===== src/rtl/branch_ctrl_if.sv =====
// Branch-controller bundle: pipeline-stage hazard inputs and stall/forward/branch outputs.
interface branch_ctrl_if;
    logic       br_d;
    logic       bne_d;
    logic [4:0] rs_d;
    logic [4:0] rt_d;
    logic       regwrite_e;
    logic       memtoreg_e;
    logic [4:0] a3_e;
    logic       regwrite_m;
    logic       memtoreg_m;
    logic [4:0] a3_m;
    logic       regwrite_w;
    logic [4:0] a3_w;
    logic       beq_zero;
    logic       stall;
    logic       flush_e;
    logic [1:0] fwd_rs_sel;
    logic [1:0] fwd_rt_sel;
    logic       pc_sel;
    logic       stall_err;

    modport master (
        output br_d, bne_d, rs_d, rt_d, regwrite_e, memtoreg_e, a3_e,
               regwrite_m, memtoreg_m, a3_m, regwrite_w, a3_w, beq_zero,
        input  stall, flush_e, fwd_rs_sel, fwd_rt_sel, pc_sel, stall_err
    );

    modport slave (
        input  br_d, bne_d, rs_d, rt_d, regwrite_e, memtoreg_e, a3_e,
               regwrite_m, memtoreg_m, a3_m, regwrite_w, a3_w, beq_zero,
        output stall, flush_e, fwd_rs_sel, fwd_rt_sel, pc_sel, stall_err
    );
endinterface


===== src/rtl/branch_ctrl.sv =====
// D-stage branch hazard, comparator forwarding and pc_sel; stall/fwd/pc_sel are combinational, stall_err is sticky.
// Optional macro BRANCH_STATS_EN adds saturating br_cnt/taken_cnt/stall_cnt outputs.
module branch_ctrl #(
    parameter int CNT_W = 32
) (
    input  logic             clk,
    input  logic             reset,
    branch_ctrl_if.slave     bus
`ifdef BRANCH_STATS_EN
    ,
    output logic [CNT_W-1:0] br_cnt,
    output logic [CNT_W-1:0] taken_cnt,
    output logic [CNT_W-1:0] stall_cnt
`endif
);

    typedef enum logic [1:0] {IDLE, STALL1, STALL2} state_t;

    state_t     state;
    logic       err_q;
    logic       stall;
    logic       pc_sel;
    logic [1:0] fwd_rs;
    logic [1:0] fwd_rt;

    // A load in E always has regwrite_e set, so regwrite_e alone covers both cases.
    wire unused_memtoreg_e = bus.memtoreg_e;

    function automatic logic hazard(input logic [4:0] x,
                                    input logic re, input logic [4:0] ae,
                                    input logic lm, input logic rm, input logic [4:0] am);
        return (x != 5'd0) && ((re && ae == x) || (lm && rm && am == x));
    endfunction

    function automatic logic [1:0] fwd(input logic [4:0] x,
                                       input logic rm, input logic lm, input logic [4:0] am,
                                       input logic rw, input logic [4:0] aw);
        if (x == 5'd0)                 return 2'd0;
        else if (rm && !lm && am == x) return 2'd1;
        else if (rw && aw == x)        return 2'd2;
        else                           return 2'd0;
    endfunction

    always_comb begin
        stall  = 1'b0;
        pc_sel = 1'b0;
        fwd_rs = 2'd0;
        fwd_rt = 2'd0;
        if (!reset && bus.br_d) begin
            stall = hazard(bus.rs_d, bus.regwrite_e, bus.a3_e, bus.memtoreg_m, bus.regwrite_m, bus.a3_m)
                  | hazard(bus.rt_d, bus.regwrite_e, bus.a3_e, bus.memtoreg_m, bus.regwrite_m, bus.a3_m);
            fwd_rs = fwd(bus.rs_d, bus.regwrite_m, bus.memtoreg_m, bus.a3_m, bus.regwrite_w, bus.a3_w);
            fwd_rt = fwd(bus.rt_d, bus.regwrite_m, bus.memtoreg_m, bus.a3_m, bus.regwrite_w, bus.a3_w);
            pc_sel = !stall && (bus.beq_zero ^ bus.bne_d);
        end
    end

    assign bus.stall      = stall;
    assign bus.flush_e    = stall;
    assign bus.pc_sel     = pc_sel;
    assign bus.fwd_rs_sel = fwd_rs;
    assign bus.fwd_rt_sel = fwd_rt;
    assign bus.stall_err  = err_q;

    // A third consecutive stall cycle means the pipeline never drained the hazard.
    always_ff @(posedge clk) begin
        if (reset) begin
            state <= IDLE;
            err_q <= 1'b0;
        end else if (!bus.br_d || !stall) begin
            state <= IDLE;
        end else begin
            case (state)
                IDLE:    state <= STALL1;
                STALL1:  state <= STALL2;
                default: begin
                    state <= STALL2;
                    err_q <= 1'b1;
                end
            endcase
        end
    end

`ifdef BRANCH_STATS_EN
    localparam logic [CNT_W-1:0] CNT_MAX = '1;

    always_ff @(posedge clk) begin
        if (reset) begin
            br_cnt    <= '0;
            taken_cnt <= '0;
            stall_cnt <= '0;
        end else begin
            if (bus.br_d && !stall && br_cnt != CNT_MAX) br_cnt    <= br_cnt + 1'b1;
            if (pc_sel && taken_cnt != CNT_MAX)          taken_cnt <= taken_cnt + 1'b1;
            if (stall && stall_cnt != CNT_MAX)           stall_cnt <= stall_cnt + 1'b1;
        end
    end
`endif

endmodule


===== src/flat_wrapper.sv =====
// flat-port wrapper written by rule: the top's interface ports become plain ports
module branch_ctrl_flat 
#(
    parameter int CNT_W = 32
)
  (clk, reset, bus_br_d, bus_bne_d, bus_rs_d, bus_rt_d, bus_regwrite_e, bus_memtoreg_e, bus_a3_e, bus_regwrite_m, bus_memtoreg_m, bus_a3_m, bus_regwrite_w, bus_a3_w, bus_beq_zero, bus_stall, bus_flush_e, bus_fwd_rs_sel, bus_fwd_rt_sel, bus_pc_sel, bus_stall_err);
  branch_ctrl_if bus_i ();
  input  logic clk;
  input  logic reset;
  input wire logic [$bits(bus_i.br_d)-1:0] bus_br_d;
  input wire logic [$bits(bus_i.bne_d)-1:0] bus_bne_d;
  input wire logic [$bits(bus_i.rs_d)-1:0] bus_rs_d;
  input wire logic [$bits(bus_i.rt_d)-1:0] bus_rt_d;
  input wire logic [$bits(bus_i.regwrite_e)-1:0] bus_regwrite_e;
  input wire logic [$bits(bus_i.memtoreg_e)-1:0] bus_memtoreg_e;
  input wire logic [$bits(bus_i.a3_e)-1:0] bus_a3_e;
  input wire logic [$bits(bus_i.regwrite_m)-1:0] bus_regwrite_m;
  input wire logic [$bits(bus_i.memtoreg_m)-1:0] bus_memtoreg_m;
  input wire logic [$bits(bus_i.a3_m)-1:0] bus_a3_m;
  input wire logic [$bits(bus_i.regwrite_w)-1:0] bus_regwrite_w;
  input wire logic [$bits(bus_i.a3_w)-1:0] bus_a3_w;
  input wire logic [$bits(bus_i.beq_zero)-1:0] bus_beq_zero;
  output wire logic [$bits(bus_i.stall)-1:0] bus_stall;
  output wire logic [$bits(bus_i.flush_e)-1:0] bus_flush_e;
  output wire logic [$bits(bus_i.fwd_rs_sel)-1:0] bus_fwd_rs_sel;
  output wire logic [$bits(bus_i.fwd_rt_sel)-1:0] bus_fwd_rt_sel;
  output wire logic [$bits(bus_i.pc_sel)-1:0] bus_pc_sel;
  output wire logic [$bits(bus_i.stall_err)-1:0] bus_stall_err;
  assign bus_i.br_d = bus_br_d;
  assign bus_i.bne_d = bus_bne_d;
  assign bus_i.rs_d = bus_rs_d;
  assign bus_i.rt_d = bus_rt_d;
  assign bus_i.regwrite_e = bus_regwrite_e;
  assign bus_i.memtoreg_e = bus_memtoreg_e;
  assign bus_i.a3_e = bus_a3_e;
  assign bus_i.regwrite_m = bus_regwrite_m;
  assign bus_i.memtoreg_m = bus_memtoreg_m;
  assign bus_i.a3_m = bus_a3_m;
  assign bus_i.regwrite_w = bus_regwrite_w;
  assign bus_i.a3_w = bus_a3_w;
  assign bus_i.beq_zero = bus_beq_zero;
  assign bus_stall = bus_i.stall;
  assign bus_flush_e = bus_i.flush_e;
  assign bus_fwd_rs_sel = bus_i.fwd_rs_sel;
  assign bus_fwd_rt_sel = bus_i.fwd_rt_sel;
  assign bus_pc_sel = bus_i.pc_sel;
  assign bus_stall_err = bus_i.stall_err;
  branch_ctrl #(.CNT_W(CNT_W)) u_core (.clk(clk), .reset(reset), .bus(bus_i));
endmodule

===== config.mk =====
export PLATFORM = sky130hd
export DESIGN_NAME = branch_ctrl_flat
export DESIGN_NICKNAME = d
export VERILOG_FILES = /design/src/rtl/branch_ctrl_if.sv /design/src/rtl/branch_ctrl.sv /design/src/flat_wrapper.sv
export SDC_FILE = /design/constraint.sdc
export NUM_CORES = 1
export LEC_CHECK = 0
export BUFFER_PORTS_ARGS = -buffer_cell sky130_fd_sc_hd__clkbuf_2
export CAP_MARGIN = 10
export CORE_MARGIN = 2
export CORE_UTILIZATION = 40
export CTS_CLUSTER_SIZE = 20
export DETAILED_ROUTE_END_ITERATION = 10
export GPL_TIMING_DRIVEN = 0
export MAX_ROUTING_LAYER = met4
export PLACE_DENSITY = 0.83
export SLEW_MARGIN = 20
export SYNTH_ARGS = -nofsm -noshare
export SYNTH_HDL_FRONTEND = slang
export SYNTH_SLANG_ARGS = --single-unit

===== constraint.sdc =====
create_clock -name clk -period 3.81 [get_ports clk]
set_input_delay 1.143 -clock clk [delete_from_list [all_inputs] [get_ports clk]]
set_output_delay 1.143 -clock clk [all_outputs]
set_load 0.01 [all_outputs]

==> results by group, run 1 <==
Final layout
  – # nets final: about 160
  – Antenna Cells: 0
  – Most common cell after layout, fill and taps aside: clkbuf_2
  – Filler cell count: 131
  – Share of cells above drive strength 1: 0.437
  – Most frequent cells in the layout: clkbuf_2, xnor2_1, xor2_1, nor4_1
  – Area grow syn2layout: 43.6%

Routing
  – Via count: 687
  – DR iter-0 viols: 12
  – DRC viols: 0
  – Vias per cell: a little over 5
  – Final WL: about 1.5 mm
  – Post-route ant nets: 0
  – Initial DRT Pass Iterations: 3
  – Routed length per instance: 11.4 um

Floorplanning
  – Io pins: 43
  – Initial core utilization: 0.417
  – DIE WIDTH: 42.9 um
  – Die area: between 0.0015 and 0.002 mm^2
  – Die Y: 42.9 um
  – Num rows: 14
  – Core area: around 0.0015 mm^2

Placement
  – HPWL Detailed: 1.39 mm
  – IO buf count: 40
  – Gp weighted congestion: around 0.85

Clock tree
  – H-tree Lvls: 1
  – Clk pin slew, worst setup/hold paths: 0.04 ns
  – CTS Hold Bufs: 0
  – Clock sinks: 3
  – CTS tree: yes
  – Deepest clock path buffer count: 2
  – Total CTS buffers: 3
  – Clock Latency Late Sink: about 0.23 ns
  – Root Buffer: clkbuf_4

Timing
  – Tmin final: 3.71 ns
  – Setup_tns: 0 ns
  – RSZ-0062 raised after global routing: false
  – Slew Viols, Final: 0
  – Final Hold Slack: between 0.4 and 0.5 ns
  – Fmax achieved: 270 MHz
  – Final hold viol count: 0
  – Worst-Margin Slew: between 0.3 and 0.4 ns
  – Final-report setup violation count: 0
  – Clk_skew: approximately 0.0018 ns
  – Slew headroom: 0.783
  – Final period util: 0.972

Synth
  – Post-synth cell types: 25
  – Mapped Nets: 109
  – Sequential-to-total area share from yosys stat: 0.0992
  – Syn. warnings: 0
  – Post-Synthesis Cells: between 70 and 80
  – Syn avg cell area: 8.18 um^2
  – Post-Synthesis Cell Area: 606 um^2
  – Yosys reg bits: 3

Worst setup path
  – Setup crit end kind: primary output
  – R2R cell count: 2
  – Critical path endpoint: bus_pc_sel
  – CP Launch Type: input port
  – Crit Path Max Fanout: 4
  – R2R Setup Slk: 3.03 ns
  – Worst EP arrival: about 2.6 ns
  – Required @ worst endpoint: roughly 2.7 ns
  – Worst R2R Start: u_core.state[1]
  – Reg-to-Reg End: u_core.bus.stall_err
  – Setup CP Type: in -> out
  – Crit path from: bus_rs_d[1]

Hold path
  – Min-delay worst type: reg -> reg

Global routing
  – GRT overflow: 0
  – Vias in the first global route: ~680
  – Initial antenna violation count: 0
  – Largest net degree at the start of global routing: 6
  – Global-route wire length before repair: 2.67 mm
  – Gr usage total: 0.192

Outcome
  – Status: finished clean

Run
  – Max-Cap Viols: 0

Power
  – Lkg Pwr: between 0.3 and 0.4 nW
  – Power Total: between 0.15 and 0.2 mW
  – PD cells: between 150 and 200 mW/mm^2
  – Max IR drop VDD: 0.115 mV
-- per-layer routing --
| metal | track usage | share of wire |
|---|---|---|
| met1 | 0.217 | 0.42 |
| met4 | 0.0750 | 0.0039 |
| met3 | 0.0638 | 0.099 |
| met2 | 0.312 | 0.48 |
| met5 | - | 0 |
-- worst min-delay path by stage --
stage / from / end / depth (start not counted)
detailed placement: u_core.bus.stall_err / u_core.bus.stall_err / 2
CTS: u_core.state[0] / u_core.state[0] / 1
finish: u_core.bus.stall_err / u_core.bus.stall_err / 2
global placement: u_core.state[0] / u_core.state[0] / 1
floorplan: u_core.state[0] / u_core.state[0] / 1
global route: u_core.bus.stall_err / u_core.bus.stall_err / 2
-- report_power, final --
part / leakage, nW / switching (mW) / internal [mW]
logic: 0.318 / 0.0375 / 0.0371
clock network: 0.0150 / 0.0150 / 0.0391
registers: 0.0242 / 0.000163 / 0.0318
total: 0.357 / 0.0527 / 0.108
-- what timing repair did --
item	CTS	global route
setup endpoints to repair	0	3
endpoints found under the hold margin	0	0
setup buffers	0	1
gates resized for setup	0	3
-- critical path: stages --
cell and delay, ns:
clkbuf_2 0.13, or4_4 0.55, o211ai_1 0.23, o32a_4 0.21, and4_1 0.17, clkbuf_2 0.12
-- flip-flops by register name, indices dropped and copies added, names as in the netlist --
| register | cells |
|---|---|
| u_core.bus.stall_err | 1 |
| u_core.state | 2 |
-- layout make-up --
type | instances | area (um^2) | area share
Clock buffer | 4 | 26.3 | 0.0302
Timing Repair Buffer | 41 | 208 | 0.239
Tap cell | 16 | 20.0 | 0.0230
Inverter | 1 | 3.75 | 0.00432
Buffer | 2 | 11.3 | 0.0129
Sequential cell | 3 | 60.1 | 0.0691
Multi-Input combinational cell | 68 | 541 | 0.622
-- cells in the mapped netlist --
master,count,area share
xor2_1,13,0.19
nor2b_1,1,0.010
nor3_1,1,0.0083
clkbuf_1,1,0.0062
nand4_1,4,0.041
xnor2_1,18,0.26
inv_1,1,0.0062
a21oi_1,3,0.025
o32a_4,1,0.037
nand3_1,3,0.025
or4_1,2,0.025
nand2_1,2,0.012
nand2b_1,2,0.021
buf_4,1,0.012
and4_1,1,0.014
a311oi_1,1,0.014
nor2_1,5,0.031
nor4_1,5,0.052
nor3_2,1,0.017
o21ai_0,1,0.0083
a21o_1,1,0.012
o211ai_1,1,0.012
a2111oi_4,1,0.045
nand3_2,1,0.017
dfxtp_1,3,0.099
-- stage by stage --
stage	instances	cell area, um^2	utilization	setup WS (ns)
after floorplan	74	606	-	0.177
after global placement	130	826	0.568	0.0146
after detailed placement	130	826	0.568	0.0202
after CTS	134	852	0.586	0.0154
after global routing	135	870	0.598	0.00796
final	135	870	0.598	0.105
-- cell families after synthesis --
family	Yosys count	share of synthesized area
AOI/OAI and AO/OA	9	0.155
xor gates and xnor gates	31	0.448
buffers and inverters	3	0.0248
DFF	3	0.0992
and+or+nand+nor	28	0.273
(Power assumes the default switching activity.)
==> inputs of run 2 (changes only) <==
--- a/config.mk
+++ b/config.mk
@@ -8,12 +8,11 @@
 export BUFFER_PORTS_ARGS = -buffer_cell sky130_fd_sc_hd__clkbuf_2
 export CAP_MARGIN = 10
 export CORE_MARGIN = 2
-export CORE_UTILIZATION = 40
+export CORE_UTILIZATION = 35
 export CTS_CLUSTER_SIZE = 20
 export DETAILED_ROUTE_END_ITERATION = 10
 export GPL_TIMING_DRIVEN = 0
-export MAX_ROUTING_LAYER = met4
-export PLACE_DENSITY = 0.83
+export PLACE_DENSITY = 0.74
 export SLEW_MARGIN = 20
 export SYNTH_ARGS = -nofsm -noshare
 export SYNTH_HDL_FRONTEND = slang
==> constraint.sdc (replaced) <==
create_clock -name clk -period 3.6 [get_ports clk]
set_input_delay 1.08 -clock clk [delete_from_list [all_inputs] [get_ports clk]]
set_output_delay 1.08 -clock clk [all_outputs]
set_load 0.01 [all_outputs]
==> run 2 against run 1 <==
Against the previous run: register-to-register slack lost 0.25 ns; worst hold slack gained 0.0057 ns; clock skew shrank 0.0011 ns; worst setup slack lost 0.043 ns; core utilization shrank 5.8 points; largest power group unchanged; critical path depth is the same; largest cell class unchanged; sequential cell count is the same; final cell count grew 1.5%; critical endpoint unchanged; critical path type unchanged; sequential power grew 6%; die area grew 13%.
==> results by group, run 2 (same netlist as run 1, synthesis figures left out) <==
Outcome
  – Status: finished clean

Floorplanning
  – Io pins: 43 (unchanged)
  – Num rows: 15 (+1)
  – Die area: 0.00208 mm^2 (+13%)
  – Core area: 0.00167 mm^2 (+15%)
  – Initial core utilization: 0.363 (-0.0540)
  – DIE WIDTH: 45.6 um (+6.3%)
  – Die Y: 45.6 um (+6.3%)

Timing
  – Fmax achieved: 283 MHz
  – Setup ws final: 0.0617 ns (-0.0433 ns)
  – Final hold viol count: 0 (unchanged)
  – Slew headroom: 0.788 (+0.00549)
  – Worst-Margin Slew: 0.315 ns (-0.0107 ns)
  – Slew Viols, Final: 0 (unchanged)
  – RSZ-0062 raised after global routing: false
  – Final-report setup violation count: 0 (unchanged)
  – Clk_skew: 0.000741 ns (-0.00107 ns)
  – Tmin final: ~3.5 ns
  – Final period util: 0.983

Global routing
  – Gr usage total: 0.173 (-0.0191)
  – Initial antenna violation count: 0 (unchanged)
  – Vias in the first global route: 681 (-0.44%)
  – Global-route wire length before repair: 2.66 mm (-0.26%)
  – GRT overflow: 0 (unchanged)
  – Largest net degree at the start of global routing: 6 (unchanged)

Worst setup path
  – R2R cell count: 2 (unchanged)
  – Required @ worst endpoint: 2.52 ns (-0.15 ns)
  – R2R Setup Slk: 2.78 ns (-0.25 ns)
  – Worst R2R Start: u_core.state[1]
  – Setup CP Type: in -> out
  – Crit path from: bus_rs_d[2]
  – Worst EP arrival: 2.46 ns (-0.10 ns)
  – CP Launch Type: input port
  – Reg-to-Reg End: u_core.bus.stall_err
  – Crit Path Max Fanout: 4 (unchanged)
  – Setup crit end kind: primary output

Final layout
  – Max FFs per register: 2 (unchanged)
  – Most common cell after layout, fill and taps aside: clkbuf_2
  – Most frequent cells in the layout: clkbuf_2, xnor2_1, xor2_1
  – Share of cells above drive strength 1: 0.458 (+0.0214)
  – # nets final: 156 (+0.65%)
  – Multi-input logic area: 549 um^2 (+1.6%)
  – Area grow syn2layout: 49.0%
  – Most flop-heavy register: u_core.state
  – Fin cells: 137 (+1.5%)
  – Filler cell count: 171 (+31%)
  – Antenna Cells: 0 (unchanged)
  – Post-route cell area: 902 um^2 (+3.7%)
  – FF/Latch Area: 60.1 um^2 (unchanged)

Routing
  – Vias per cell: 5.10 (+0.26%)
  – DR iter-0 viols: 5 (-7)
  – Via count: 699 (+1.7%)
  – Initial DRT Pass Iterations: 2 (-1)
  – Routed length per instance: 12.2 um (+6.9%)
  – Post-route ant nets: 0 (unchanged)
  – Final WL: 1.67 mm (+8.5%)
  – DRC viols: 0 (unchanged)

Placement
  – Area post-placement: 827 um^2 (+0.15%)
  – DP Worst Slack: -0.0788 ns (-0.0990 ns)
  – Placed cells: 131 (+0.77%)
  – Gp weighted congestion: 0.827 (-2.7%)
  – IO buf count: 40 (unchanged)
  – HPWL Detailed: 1.46 mm (+5.0%)

Power
  – Seq pwr share: 0.191 (-0.008)
  – Clock network power share: 0.341 (+0.004)
  – Gate power share: 0.468 (+0.004)
  – Power Total: 0.177 mW (+9.8%)
  – Max IR drop VDD: 0.115 mV (about the same)
  – Lkg Pwr: 0.365 nW (+2.2%)
  – PD cells: 196 mW/mm^2 (+5.8%)
  – Pint: 0.117 mW (+7.9%)
  – Net Sw Frac: 0.339 (+0.0114)
  – Net Switching: 0.0599 mW (+14%)

Clock tree
  – H-tree Lvls: 1 (unchanged)
  – Root Buffer: clkbuf_4
  – Deepest clock path buffer count: 2 (unchanged)
  – CTS Hold Bufs: 0 (unchanged)
  – Clk pin slew, worst setup/hold paths: 0.04 ns (about the same)
  – Clock sinks: 3 (unchanged)
  – Clock Latency Late Sink: 0.23 ns (about the same)
  – CTS tree: yes
  – Total CTS buffers: 3 (unchanged)

Hold path
  – Min-delay worst type: reg -> reg
  – Hold Crit Depth: 2 (unchanged)
  – Min-Delay Endpoint: u_core.bus.stall_err
  – Min-delay src: u_core.bus.stall_err

Run
  – Max-Cap Viols: 0 (unchanged)
-- run 2: layer usage --
metal  GRT usage  up-vias  share of wire
li1            -      360              -
met1       0.204      314           0.40
met2       0.321       25           0.54
met3      0.0317        0          0.060
met4      0.0353        0              0
met5           0        -              0
-- run 2: cell type report --
cell class / instances / area share
Multi-Input combinational cell: 68 / 0.609
Timing Repair Buffer: 43 / 0.264
Sequential cell: 3 / 0.0666
Clock buffer: 4 / 0.0291
Tap cell: 17 / 0.0236
Buffer: 1 / 0.00416
Inverter: 1 / 0.00416
-- run 2: what timing repair did --
item / in CTS / in global routing
pin swaps: 3 / 7
setup buffers: 1 / 2
resized for setup: 3 / 12
setup endpoints to repair: 3 / 3
-- run 2: per-stage QoR --
step                setup TNS, ns  hold WS (ns)   util
CTS                             0         0.483  0.521
finish                          0         0.485  0.540
global route                    0         0.496  0.540
detailed placement         -0.112         0.482  0.495
floorplan                       0         0.458      -
global placement          -0.0881         0.468  0.495
-- run 2: worst max-delay path by stage --
stage	slack, ns	endpoint	cells after the start
after CTS	0.005	bus_pc_sel	6
after detailed placement	-0.08	bus_stall	8
after floorplan	0.09	bus_stall	6
after global placement	-0.08	bus_stall	8
after global routing	0.01	bus_pc_sel	6
final	0.06	bus_pc_sel	6
-- run 2: critical path, cell delays in order --
cell      delay [ns]
buf_4           0.14
or4_4           0.52
o211ai_1        0.21
o32a_4          0.22
and4_1          0.17
buf_2           0.12
-- run 2: power by group through the flow --
| stage | clock, mW | combinational (mW) | sequential [mW] |
|---|---|---|---|
| global placement | 0 | 0.0765 | 0.0343 |
| detailed placement | 0 | 0.0782 | 0.0343 |
| finish | 0.0602 | 0.0826 | 0.0338 |
| floorplan | 0 | 0.0419 | 0.0343 |
| CTS | 0.0636 | 0.0798 | 0.0337 |
| global route | 0.0680 | 0.0912 | 0.0337 |
